**src/rtl/qam_tx_pkg.sv**
```systemverilog
// Shared types and constants for the QAM transmit framing controller.
package qam_tx_pkg;

    localparam int unsigned LEN_W           = 11;
    localparam int unsigned MAX_FRAME_LEN   = 1024;
    localparam int unsigned DEF_PRE_LEN     = 16;
    localparam logic [63:0] DEF_PRE_PATTERN = 64'hA5A5;

    typedef enum logic [2:0] {
        StIdle,
        StPreamble,
        StPayload,
        StFlush,
        StDone
    } state_t;

    // Frames must carry whole symbols, so the length has to be even and non-zero.
    function automatic logic len_ok(input logic [31:0] len);
        return (len != 32'd0) && !len[0] && (len <= MAX_FRAME_LEN);
    endfunction

endpackage

```
**src/rtl/qam_preamble_gen.sv**
```systemverilog
// Preamble source: loadable shift register emitting the pattern MSB first,
// with a bit counter flagging the final preamble bit.
module qam_preamble_gen #(
    parameter int unsigned PRE_LEN     = 16,
    parameter logic [63:0] PRE_PATTERN = 64'hA5A5
) (
    input  logic clk,
    input  logic rst,
    input  logic load,
    input  logic shift,
    output logic pre_bit,
    output logic last
);

    logic [PRE_LEN-1:0] sr_q;
    logic [6:0]         cnt_q;

    always_ff @(posedge clk or negedge rst) begin
        if (!rst) begin
            sr_q  <= '0;
            cnt_q <= '0;
        end else if (load) begin
            sr_q  <= PRE_PATTERN[PRE_LEN-1:0];
            cnt_q <= '0;
        end else if (shift) begin
            sr_q  <= sr_q << 1;
            cnt_q <= cnt_q + 7'd1;
        end
    end

    assign pre_bit = sr_q[PRE_LEN-1];
    assign last    = (cnt_q == 7'(PRE_LEN - 1));

endmodule

```
**src/rtl/qam_tx_ctrl.sv**
```systemverilog
// Frame controller feeding a 2-bit serial-to-parallel converter: preamble,
// payload with upstream handshake, then a flush and a done cycle.
module qam_tx_ctrl
    import qam_tx_pkg::*;
#(
    parameter int unsigned PRE_LEN     = DEF_PRE_LEN,
    parameter logic [63:0] PRE_PATTERN = DEF_PRE_PATTERN,
    parameter int unsigned LEN_W       = qam_tx_pkg::LEN_W
) (
    input  logic             clk,
    input  logic             rst,
    input  logic             start,
    input  logic [LEN_W-1:0] frame_len,
    input  logic             bit_valid,
    input  logic             bit_in,
    output logic             bit_ready,
    output logic             spc_en,
    output logic             spc_din,
    output logic             sym_valid,
    output logic             busy,
    output logic             frame_done,
    output logic             len_err
);

    state_t           state_q;
    logic [LEN_W-1:0] len_q;
    logic [LEN_W-1:0] cnt_q;
    logic             parity_q;
    logic             sym_valid_q;
    logic             len_err_q;
    logic             pre_bit;
    logic             pre_last;
    logic             start_idle;
    logic             accept;
    logic             xfer;

    assign start_idle = (state_q == StIdle) && start;
    assign accept     = start_idle && len_ok(32'(frame_len));
    assign xfer       = (state_q == StPayload) && bit_valid;

    qam_preamble_gen #(
        .PRE_LEN     (PRE_LEN),
        .PRE_PATTERN (PRE_PATTERN)
    ) u_pre (
        .clk     (clk),
        .rst     (rst),
        .load    (accept),
        .shift   (state_q == StPreamble),
        .pre_bit (pre_bit),
        .last    (pre_last)
    );

    always_ff @(posedge clk or negedge rst) begin
        if (!rst) begin
            state_q     <= StIdle;
            len_q       <= '0;
            cnt_q       <= '0;
            parity_q    <= 1'b0;
            sym_valid_q <= 1'b0;
            len_err_q   <= 1'b0;
        end else begin
            // Parity tracks which half of a symbol the next enabled bit fills.
            sym_valid_q <= spc_en && parity_q;
            if (spc_en) begin
                parity_q <= ~parity_q;
            end
            len_err_q <= start_idle && !accept;
            unique case (state_q)
                StIdle: begin
                    if (accept) begin
                        state_q  <= StPreamble;
                        len_q    <= frame_len;
                        cnt_q    <= '0;
                        parity_q <= 1'b0;
                    end
                end
                StPreamble: begin
                    if (pre_last) begin
                        state_q <= StPayload;
                    end
                end
                StPayload: begin
                    if (xfer) begin
                        cnt_q <= cnt_q + LEN_W'(1);
                        if (cnt_q == len_q - LEN_W'(1)) begin
                            state_q <= StFlush;
                        end
                    end
                end
                StFlush: state_q <= StDone;
                StDone:  state_q <= StIdle;
                default: state_q <= StIdle;
            endcase
        end
    end

    assign bit_ready  = (state_q == StPayload);
    assign spc_en     = (state_q == StPreamble) || xfer;
    assign spc_din    = (state_q == StPreamble) ? pre_bit : (xfer && bit_in);
    assign sym_valid  = sym_valid_q;
    assign busy       = (state_q != StIdle);
    assign frame_done = (state_q == StDone);
    assign len_err    = len_err_q;

endmodule

```
**config.mk**
```make
export PLATFORM = sky130hd
export DESIGN_NAME = qam_tx_ctrl
export DESIGN_NICKNAME = d
export VERILOG_FILES = /design/src/rtl/qam_tx_pkg.sv /design/src/rtl/qam_preamble_gen.sv /design/src/rtl/qam_tx_ctrl.sv
export SDC_FILE = /design/constraint.sdc
export NUM_CORES = 1
export LEC_CHECK = 0
export BUFFER_PORTS_ARGS = -buffer_cell sky130_fd_sc_hd__buf_2
export CAP_MARGIN = 20
export CORE_MARGIN = 3
export CORE_UTILIZATION = 59
export DETAILED_ROUTE_END_ITERATION = 7
export PLACE_DENSITY = 0.77
export SLEW_MARGIN = 20
export SYNTH_ARGS = -nofsm -noshare
export SYNTH_HDL_FRONTEND = slang
export SYNTH_SLANG_ARGS = --single-unit
```
**constraint.sdc**
```tcl
create_clock -name clk -period 2.16 [get_ports clk]
set_input_delay 0.432 -clock clk [delete_from_list [all_inputs] [get_ports clk]]
set_output_delay 0.432 -clock clk [all_outputs]
set_load 0.005 [all_outputs]
```
---- Word-level counts from Yosys, hierarchy flattened ----
Cells that the tools add are included.
storage, ports and cells
  register bits after elaboration ......... 51
  bits in latches ......................... 0
  bits in writable memories ............... 0
  ROM bits ................................ 0
  input port bits ......................... 16
  output and inout port bits .............. 7
  word-level logic and storage cells ...... 58
  memories kept ........................... 0
cells by class
  add/sub/neg operators ................... 3
  multiply operators ...................... 0
  divide/modulo/power cells ............... 0
  magnitude comparators ................... 1
  equal/unequal tests ..................... 10
  shifts and indexed selects .............. 0
  mux-type cells .......................... 16
  bitwise gates (word level) .............. 1
  reductions and logical operators ........ 19
operators by type and width
  kind                                                                   number
  16-bit 2-to-1 mux                                                      2
  11-bit 2-to-1 mux                                                      2
  11-bit case mux with 2 select lines                                    1
  7-bit 2-to-1 mux                                                       2
  3-bit 2-to-1 mux                                                       4
  3-bit case mux with 4 select lines                                     1
  11-bit by 1-bit adder with 11-bit output, second input constant        1
  11-bit equality test                                                   1
  11-bit <= comparator, second input constant                            1
  11-bit nonzero test                                                    1
  11-bit by 1-bit subtractor with 11-bit output, second input constant   1
  1-bit logical AND                                                      8
  7-bit by 1-bit adder with 7-bit output, second input constant          1
  7-bit by 4-bit equality test with 1-bit output, second input constant  1
  3-bit by 2-bit equality test with 1-bit output, second input constant  2
  1-bit 2-to-1 mux                                                       4
  2-bit by 1-bit != test with 1-bit output, second input constant        2
  2-bit != test, second input constant                                   2
  4-bit AND reduction                                                    1
  2-bit nonzero test                                                     2
  3-bit by 1-bit equality test with 1-bit output, second input constant  1
  3-bit equality test, second input constant                             1
  3-bit zero test                                                        1
  3-bit AND reduction                                                    1
  other kinds (5)                                                        6

---- Longest topological paths before layout ----
  depth after elaboration ................. 6
  mapped depth ............................ 7
  depth with buffers taken out ............ 7

---- By module ----
A second synthesis with hierarchy kept.
second synthesis, totals
  cell total of the unflattened synthesis .. 247
  area, all modules ....................... 2592.5 µm²
modules (own cells, without submodules)
  module            times used  cells an instance  area each (µm²)  sequential area each (µm²)
  qam_tx_ctrl       1           162                1611.5           700.7
  qam_preamble_gen  1           85                 980.9            575.6

---- Worst setup path before layout ----
OpenSTA, ideal clock, no wires.
  path type ............................... input port to flip-flop
  from .................................... input frame_len[0]
  to ...................................... register len_q[1]
  library setup time ...................... 0.125 ns
  arrival ................................. 1.748 ns
  data required time ...................... 2.035 ns
  path slack .............................. 0.288 ns
  stages .................................. 5
  cell sequence ........................... nor4_1 -> a31oi_1 -> or2_1 -> nor2_2 -> mux2_2
on the way
  word-level cells in the longest chain between the ends .. 5
  elaborated cells between the ends (all ways) .. 7
  classes of those cells .................. order compare: 1; reduce/logical: 6
ends and longest elaborated chain
  item                                                                          RTL line           source
  start, declared                                                               qam_tx_ctrl.sv:13  input logic [LEN_W-1:0] frame_len,
  parallel branches: the longest is 2 deep, another holds 11-bit <= comparator  n/a
  1-bit logical AND (*)                                                         qam_tx_pkg.sv:19   return (len != 32'd0) && !len[0] && (len <= MAX_FRAME_LEN);
  1-bit logical AND (*)                                                         qam_tx_ctrl.sv:38  assign accept = start_idle && len_ok(32'(frame_len));
  2-bit AND reduction (no source line) (*)                                      n/a
  end signal, assigned                                                          qam_tx_ctrl.sv:72  len_q <= frame_len;
  end, declared                                                                 qam_tx_ctrl.sv:26  logic [LEN_W-1:0] len_q;
Mark *: on every way between the ends.
A chain may end at the register's enable or synchronous reset.

---- Worst setup path in the final report ----
  from .................................... register state_q[1]
  to ...................................... output spc_din
on the way
  word-level cells in the longest chain between the ends .. 4
  elaborated cells between the ends (all ways) .. 5
  classes of those cells .................. eq/ne: 2; mux: 1; reduce/logical: 2
ends and longest elaborated chain
  item                                            RTL line           source
  start, declared                                 qam_tx_ctrl.sv:25  state_t state_q;
  start signal, assigned                          qam_tx_ctrl.sv:55  state_q <= StIdle;
  start signal, assigned                          qam_tx_ctrl.sv:71  state_q <= StPreamble;
  start signal, assigned                          qam_tx_ctrl.sv:79  state_q <= StPayload;
  3-bit by 2-bit equality test with 1-bit output  qam_tx_ctrl.sv:39  assign xfer = (state_q == StPayload) && bit_valid;
  1-bit logical AND                               qam_tx_ctrl.sv:39
  1-bit logical AND                               qam_tx_ctrl.sv:99  assign spc_din = (state_q == StPreamble) ? pre_bit : (xfer && bit_in);
  1-bit 2-to-1 mux (*)                            qam_tx_ctrl.sv:99
  end, declared                                   qam_tx_ctrl.sv:18  output logic spc_din,
Mark *: on every way between the ends. The rest lies on a longest branch, timed or not.

==> results.txt <==
Routed length per placed instance: 15.8 um
CP required: 1.73 ns
Area growth syn-to-layout: 14.5%
TritonCTS clock tree: done
Leak: 0.00143 uW
Outcome: finished, final reports clean
Mapped Nets: 305
Post-DP Area: 0.00295 sq mm
Die ar.: 0.00543 sq mm
Crit path DAT: 1.60 ns
Mux share of post-synthesis cell area: 0.0389
IO Pins: 23
Largest family of logic cells by synthesized area: simple AND/OR/NAND/NOR gates
Synth unique cells: 54
Final WL: 5850 um
Root cell of the clock tree: clkbuf_8
Slowest stage cell, crit path: nor3b_2
Initial DRC count: 190
Place WS: 0.0307 ns
Post-synthesis compound-gate area fraction: 0.120
DRC: 0
Number of diodes: 0
Tcrit/Tclk final: 0.941
Count leader, synth: dfrtp_1
Reg2reg end: state_q[0]
Post-route cell area: 0.00309 sq mm
Max cap viols: 0
Post-route insts no fill: 371
CP Launch Point: state_q[1]
Async set or reset register ratio after synthesis: 1.00
IO Port Bufs: 22
Worst-Margin Slew: 0.569 ns
Pwr dens: 1230 mW/mm^2
Number of global-route vias before repair: 2139
Synth top area share: 0.472
Post-synth EDFFs: 0
Worst min-delay path class: input pin to asynchronous set/reset pin
Final RePlAce weighted congestion: 0.870
Post-DP HPWL: 4260 um
Die height: 73.7 um
Setup TNS: 0 ns
Max-slew violations: 0
Crit Path Category: register to output pin
Clock transition at path regs: 0.09 ns
Synth top cells by count: dfrtp_1 (51), nand2_1 (50), nor2_1 (21)
Die Wd: 73.7 um
Detailed Routing Iterations Pass 1: 4
Reg2reg path depth: 5
R2R Path Start: len_q[4]
Critical Path End: spc_din
Clock sinks: 51
Dpl cells: 362
Clk Latency, worst-skew pair: 0.30 ns
CTS Buf Count: 5
Overall Global Routing Usage: 0.238
Synth Area in Adders: 0.0185
CP peak stage delay: 0.42 ns
Worst R2R Setup Slack: 0.14 ns
DR vias/cell: 6.11
Fraction of layout cells with a size suffix above 1: 0.212
Largest net degree at the start of global routing: 29
Grt ovf: 0
Final hold viol count: 0
Synth top area cells: dfrtp_1 (47%), nand2_1 (6.9%), mux2_2 (3.3%)
Sequential area share after synthesis: 0.472
Vias after detailed routing: 2267
Xor-xnor portion of the synthesized cell area: 0.0584
Clock buffer depth: 2
Worst path cell trace: buf_4, nor3b_2, a22o_1, buf_2
# setup viols final: 0
First-pass GRT wire length: 9890 um
Post-Synth Simple-Gate Area: 0.262
Max Fclk: 492 MHz
H-tree levels: 2
Crit end category: output pin
Worst Clk Skew: 0.00570 ns
Setup crit start kind: register
Core region area: 0.00420 sq mm
Initial antenna violation count: 0
Post-DRT Antenna Nets: 0
Crit path setup slack, layout: 0.127 ns
Ys Warns: 0
RSZ-0062 raised after global routing: no
Slew HR: 0.621
Nets: 340
Post-route minimum period: 2.03 ns
# rows: 23
Ys flop type: dfrtp_1
Post-Synthesis Cells: 285
Top fanout value on the critical path: 9
Starting Density: 0.643
Seq cells post-synth: 51
Syn Area/Cell: 9.48 sq um
Mapped cell area: 0.00270 sq mm
Max VDD drop: 0.000778 V
Synth area leader: dfrtp_1
-- flip-flops by register name (all words and copies together), names as in the netlist --
register,cells
len_err,1
u_pre.sr_q,16
u_pre.cnt_q,7
len_q,11
cnt_q,11
parity_q,1
sym_valid,1
state_q,3
-- worst min path at each step --
| stage | start | slack, ns | cells after the start | endpoint |
|---|---|---|---|---|
| floorplan | rst | 0.14 | 0 | cnt_q[0] |
| global placement | rst | 0.45 | 1 | u_pre.cnt_q[5] |
| detailed placement | rst | 0.45 | 1 | u_pre.cnt_q[5] |
| CTS | rst | 0.11 | 1 | state_q[1] |
| global route | rst | 0.12 | 1 | u_pre.sr_q[15] |
| finish | rst | 0.11 | 1 | u_pre.sr_q[15] |
-- power by group --
part	total (uW)	internal, uW	switching [uW]
clock	779	463	316
sequential	1560	1270	293
combinational	1450	686	767
total	3790	2420	1380
-- area by class of cell --
cell class,count,area (sq um)
clock inverter,2,60.1
sequential,51,1280
inverter,4,15.0
tap,50,62.6
fill,308,1110
multi-input combinational,218,1350
timing repair buffer,40,258
clock buffer,6,72.6
-- layout by cell type, fill, tap and decap left out, types with 2 or more instances in the layout --
| cell | Yosys | layout |
|---|---|---|
| a21oi_1 | 13 | 13 |
| a31oi_1 | 4 | 4 |
| and2_1 | 2 | 2 |
| and3_1 | 2 | 2 |
| and4_1 | 4 | 4 |
| buf_2 | 4 | 22 |
| buf_4 | 0 | 17 |
| bufinv_16 | 0 | 2 |
| clkbuf_8 | 0 | 5 |
| dfrtp_1 | 51 | 51 |
| ha_1 | 4 | 4 |
| inv_1 | 4 | 4 |
| mux2_2 | 8 | 8 |
| nand2_1 | 50 | 50 |
| nand2b_1 | 2 | 2 |
| nand3_1 | 15 | 15 |
| nand3b_1 | 2 | 2 |
| nand4_1 | 5 | 5 |
| nand4b_1 | 2 | 2 |
| nor2_1 | 21 | 21 |
| nor2b_1 | 2 | 2 |
| nor3_1 | 4 | 4 |
| nor3b_1 | 3 | 2 |
| nor4_1 | 4 | 4 |
| o21ai_0 | 5 | 5 |
| o21ai_1 | 14 | 14 |
| o311ai_0 | 4 | 4 |
| o31a_1 | 2 | 2 |
| or3_1 | 5 | 5 |
| xnor2_1 | 8 | 8 |
| xor2_1 | 10 | 10 |
-- cell families after synthesis --
logic type / count (synthesis)
flip-flops: 51
buffers and inverters: 16
multiplexers: 9
XOR/XNOR: 18
adder cells (fa/ha/maj): 4
AND/OR/NAND/NOR: 136
AO/OA/AOI/OAI: 51
-- critical path, delay by kind of cell (launching register included) --
| kind | cells | cell delay (ns) |
|---|---|---|
| compound gates | 1 | 0.21 |
| buf+inv | 2 | 0.27 |
| flops | 1 | 0.39 |
| simple gates | 1 | 0.42 |
-- repair_timing --
action,CTS,global route
setup buffers,0,1
resized for setup,0,0
endpoints found under the setup margin,0,1
hold endpoints to repair,0,0
hold buffers,0,0
-- routing by layer --
metal  vias to the layer above  track usage  routed length [um]
met5                         -            0                   0
met4                         0       0.0584                  34
met3                         6       0.0520                 340
met2                        72        0.366                2710
met1                      1112        0.344                2770
li1                       1077            -                   -
-- per-stage QoR --
step	power, uW	utilization	hold slack [ns]
6_report	3790	0.736	0.112
5_1_grt	4070	0.736	0.120
4_1_cts	3800	0.735	0.112
3_5_place_dp	3000	0.703	0.450
3_3_place_gp	2950	0.703	0.447
2_1_floorplan	2570	-	0.136
Note: power is estimated with default switching activity, not from simulation.
